## config.mk

```make
export PLATFORM = sky130hd
export DESIGN_NAME = output_mem_ctrl
export DESIGN_NICKNAME = d
export VERILOG_FILES = /design/src/rtl/output_mem_ctrl.sv
export SDC_FILE = /design/constraint.sdc
export NUM_CORES = 1
export LEC_CHECK = 0
export ABC_AREA = 1
export CAP_MARGIN = 10
export CORE_ASPECT_RATIO = 0.6
export CORE_MARGIN = 2
export CORE_UTILIZATION = 26
export DETAILED_ROUTE_END_ITERATION = 8
export MAX_ROUTING_LAYER = met4
export PLACE_DENSITY_LB_ADDON = 0.15
export SKIP_LAST_GASP = 1
export SYNTH_ARGS = -nofsm -noshare
export SYNTH_HDL_FRONTEND = slang
export SYNTH_SLANG_ARGS = --single-unit
export TNS_END_PERCENT = 50
```

## constraint.sdc

```tcl
create_clock -name Clock -period 3.25 [get_ports Clock]
set_input_delay 0.975 -clock Clock [delete_from_list [all_inputs] [get_ports Clock]]
set_output_delay 0.975 -clock Clock [all_outputs]
set_load 0.01 [all_outputs]
```

## src/rtl/output_mem_ctrl.sv

```systemverilog
// output_mem_ctrl: collects N_WORDS upstream result words into output memory and hands the frame downstream
module output_mem_ctrl #(
  parameter int N_WORDS = 4,
  parameter int DATA_W  = 32,
  parameter int ADDR_W  = 3
) (
  input  logic              Clock,
  input  logic              Res,
  input  logic              start,
  input  logic              in_valid,
  input  logic [DATA_W-1:0] in_data,
  output logic              in_ready,
  output logic              En_out_mem,
  output logic [ADDR_W-1:0] Addr_mem_o,
  output logic [DATA_W-1:0] mem_data,
  output logic              out_valid,
  input  logic              out_ready,
  output logic              busy,
  output logic [ADDR_W-1:0] word_cnt
);
  localparam logic [1:0] IDLE = 2'd0, FILL = 2'd1, DONE = 2'd2;
  localparam logic [ADDR_W-1:0] LAST = ADDR_W'(N_WORDS - 1);
  logic [1:0] state;
  // handshake and write-port decode; reset blanks everything upstream can see
  always_comb begin
    in_ready   = !Res && state == FILL;
    En_out_mem = in_ready && in_valid;
    Addr_mem_o = word_cnt;
    mem_data   = in_data;
    out_valid  = state == DONE;
    busy       = !Res && state != IDLE;
  end
  // frame sequencing: count accepted words, park in DONE until downstream drains
  always_ff @(posedge Clock) begin
    if (Res) begin
      state    <= IDLE;
      word_cnt <= '0;
    end else if (state == IDLE && start) begin
      state    <= FILL;
      word_cnt <= '0;
    end else if (En_out_mem) begin
      word_cnt <= word_cnt + 1'b1;
      if (word_cnt == LAST) state <= DONE;
    end else if (state == DONE && out_ready) begin
      state <= IDLE;
    end
  end
endmodule
```

Word-level counts from Yosys, hierarchy flattened. Index checks and enable logic that the tools add are counted.

Register bits: 5. Input port bits: 37. Output and inout port bits: 42. Word-level logic and storage cells: 26.

Add/sub/neg operators: 1. Equal/unequal tests: 5. Multiplexer cells: 4. Reductions and logical operators: 13.

Operators by type and width (number): two-way mux 2 bit (3); logical AND 1 bit (5); AND reduction 2 bit (2); nonzero test 2 bit (2); adder 3 x 1 -> 3 bit (second input constant) (1); == test 3 x 2 -> 1 bit (second input constant) (1); inequality test 3 x 1 -> 1 bit (second input constant) (1); nonzero test 3 bit (1); == test 2 x 1 -> 1 bit (second input constant) (1); == test 2 bit (second input constant) (1); zero test 2 bit (1); inequality test 2 x 1 -> 1 bit (second input constant) (1); OR reduction 2 bit (1); zero test 1 bit (1); two-way mux 1 bit (1).

Depth between registers and ports, before layout.
Depth in word-level cells: 5. Gate-level depth with buffers: 5. Depth with buffers taken out: 5.

Least setup slack after synthesis. OpenSTA, ideal clock, no wires.

Path type: in2out. From: in Res. To: out En_out_mem. Data arrival time: 1271 ps. Data required time: 2275 ps. Setup slack: 1004 ps. Stages on the path: 3. Path buffers: 0. Cells stage by stage: inv_1 nand3_2 nor2_4.

Cells in the longest elaborated chain, start to end: 3.

RTL lines: start: declaration (RTL line 8) `input logic Res,`; zero test 1 bit (RTL line 26) `in_ready = !Res && state == FILL;`; logical AND 1 bit (RTL line 26); logical AND 1 bit (RTL line 27) `En_out_mem = in_ready && in_valid;`; end: declaration (RTL line 13) `output logic En_out_mem,`.

No other way between the ends.

Final worst setup path.
From: in Res. To: out busy.

Cells in the longest elaborated chain, start to end: 2.

RTL lines: zero test 1 bit (RTL line 31) `busy = !Res && state != IDLE;`; logical AND 1 bit (RTL line 31); end: declaration (RTL line 18) `output logic busy,`.

No other way between the ends.

==> results.md <==
• highest metal layer with signal wires: met4
• ranking of synthesized cells by area: buf_4, dfxtp_1, nor2_1, nand2_1, ha_1
• total of max-cap violations: 0
• path class of the lowest-slack min-delay path: reg -> reg
• total nets after synthesis: 115
• Floorplan Core Area: 2110 um2
• post-placement setup slack: 34.7 ps
• ratio of final minimum period to clock period: 98.1%
• final weighted congestion in routability-driven placement: 0.697
• Critical Path Source Type: input pin
• final hold violation count: 0
• CP Class: in -> out
• portion of the post-synthesis area used by sequential elements: 17.7%
• DRT antenna net count: 0
• cell with the most instances after synthesis: buf_4
• share of layout cells above drive strength 1: 24.2%
• drt drc: 0
• Vias/cell: 3.95
• clock slew at reported path FFs: 40 ps
• DIE AREA: 2580 um2
• commonest register cell after synthesis: dfxtp_1
• CP arrival: 2210 ps
• WL met3: 125 um
• setup TNS after final layout: 0 ps
• Crit-path slowest cell: clkdlybuf4s50_1
• number of antenna violations at the first check in global routing: 0
• sum of net half-perimeters after detailed placement: 727 um
• routed via count: 363
• post-synthesis register bit count: 5
• n_diodes: 0
• number of flops mapped to enable cells by yosys: 0
• number of buffers between clock root and the deepest sink: 2
• kind of capture point of the worst setup path: primary output
• synthesis warning total: 0
• Min Clock Period, post-route: 3190 ps
• detailed-routed wire length on met2: 289 um
• Die W: 64.3 um
• summed instance area of the synthesized netlist: 567 um2
• headroom to the max-slew limit: 85.5%
• GR Util All Layers: 8.79%
• pwr dens: 342 nW/um2
• CTS Sinks: 5
• number of nets in the layout: 102
• library cell occupying the most area in the post-synthesis netlist: buf_4
• result of the run: complete, no violations
• cts-stage hold buffer count: 0
• cell mode on critical path: clkdlybuf4s50_1
• Worst Max-Slew Pin Slew: 218 ps
• top cell types by occurrence after synthesis: buf_4, nor2_1, nand2_1
• peak per-stage delay on the critical path: 540 ps
• DRC violation total after the first TritonRoute iteration: 9
• routed length on met1: 482 um
• Root Buffer Master: clkbuf_4
• static power due to leakage: 0.000232 uW
• CTS H-tree lvls: 1
• Cell Count, Final, Fillers Out: 92
• CP Data Required Time: 2270 ps
• pin count of the biggest net entering global routing: 7
• synthesized instance count: 76
• clock tree skew after final layout: 10.7 ps
• Util after Layout: 25.2%
• CP Max Fanout: 3
• 1st-pass router iterations: 4
• unrepaired setup endpoints after global routing: false
• Inserted Clock Buffers: 3
• synth-to-layout area growth: -5.96%
• wire length of the first global-routing pass: 1520 um
• # rows: 13
• Initial Util: 26.8%
• Final setup violation count: 0
• die boundary height: 40.2 um
• top cell type's share of synthesized area: 46.4%
• cell chain of the critical path: clkdlybuf4s50_1, buf_4, nor2_1, clkdlybuf4s50_1
• mean routed wirelength per cell: 10.2 um
• via count of the first global-routing pass: 329
• IO Port Bufs: 14
• Async S/R FF share, synth: 0%
• Worst IR Drop VDD: 0.000106 V
• Post-Synthesis Mean Instance Area: 7.46 um2
• clk_lat worst skew: 250 ps
• final wirelength: 941 um
• number of max-slew violations in the final report: 0
• timing-limited maximum frequency: 0.314 GHz
• DP Cell Count: 88
• count of boundary I/O pins: 79
• count of distinct cell types in the synthesized netlist: 14
• crit path setup slack, layout: 62.4 ps
• clock tree from TritonCTS: done
• GRT Residual Overflow: 0
==> cells in the final DEF, fill, tap and decap left out <==
| master | count |
|---|---|
| nor2_4 | 2 |
| clkbuf_4 | 3 |
| nor2_1 | 8 |
| nand3_1 | 1 |
| a21oi_2 | 2 |
| nand4_2 | 1 |
| dfxtp_1 | 5 |
| nand2_1 | 7 |
| inv_2 | 2 |
| dlymetal6s2s_1 | 1 |
| clkdlybuf4s50_1 | 13 |
| nand4_1 | 3 |
| buf_4 | 3 |
| nand3_2 | 1 |
| nor2_2 | 1 |
| clkbuf_1 | 1 |
| ha_1 | 2 |
| inv_1 | 6 |
==> path summary, 6_finish.rpt <==
| path | startpoint | end | slack (ps) | depth (start not counted) |
|---|---|---|---|---|
| setup / recovery | Res | busy | 60 | 4 |
| hold / removal | Addr_mem_o[1] | Addr_mem_o[1] | 520 | 2 |
| setup reg to reg | Addr_mem_o[0] | Addr_mem_o[2] | 2130 | 5 |
| hold reg to reg | Addr_mem_o[1] | Addr_mem_o[1] | 520 | 2 |
==> power by group <==
| group | total (uW) | internal [uW] | switching (uW) |
|---|---|---|---|
| Clock | 75.7 | 46.6 | 29.1 |
| Combinational | 39.0 | 20.5 | 18.5 |
| Sequential | 67.5 | 64.2 | 3.35 |
| Total | 182 | 131 | 51.0 |
==> per-stage QoR <==
stage          area (um2)  total power (uW)  hold slack (ps)
5_1_grt               533               193              533
3_3_place_gp          504               108              511
3_5_place_dp          504               108              513
2_1_floorplan         567               129              488
6_report              533               182              516
4_1_cts               531               187              520
==> worst max-delay path: cells and delay by family <==
kind / cells / cell delay [ps]
AND/OR/NAND/NOR: 1 / 110
buffers and inverters: 3 / 1120
==> state kept, by name (all words and copies together), names as in the netlist <==
register	cells
Addr_mem_o	3
state	2
==> logic make-up (layout without fill, tap and decap cells) <==
kind of cell / count (synthesis) / count (layout) / share of synthesized area, %
AOI/OAI and AO/OA: 2 / 2 / 3.09
adders and majority gates: 2 / 2 / 4.41
buffers and inverters: 43 / 29 / 51.7
DFF: 5 / 5 / 17.7
and+or+nand+nor: 24 / 24 / 23.2
==> area by class of cell <==
type	instances	area, um2
fillers	242	1580
multi-input cells	28	174
repair buffers	17	165
flip-flops and latches	5	100
well taps	30	37.5
inverters	8	30.0
clock buffers	4	26.3
==> repair_timing <==
item,CTS,global route
buffers inserted,0,0
resized for setup,0,1
endpoints found under the setup margin,0,1
==> layer usage <==
layer  up-vias  track usage, %
met2        26            7.29
met1       152            10.5
met3        14            7.87
met5         -               -
met4         0            7.98
li1        171               -
Power figures use the tool's default switching activity.
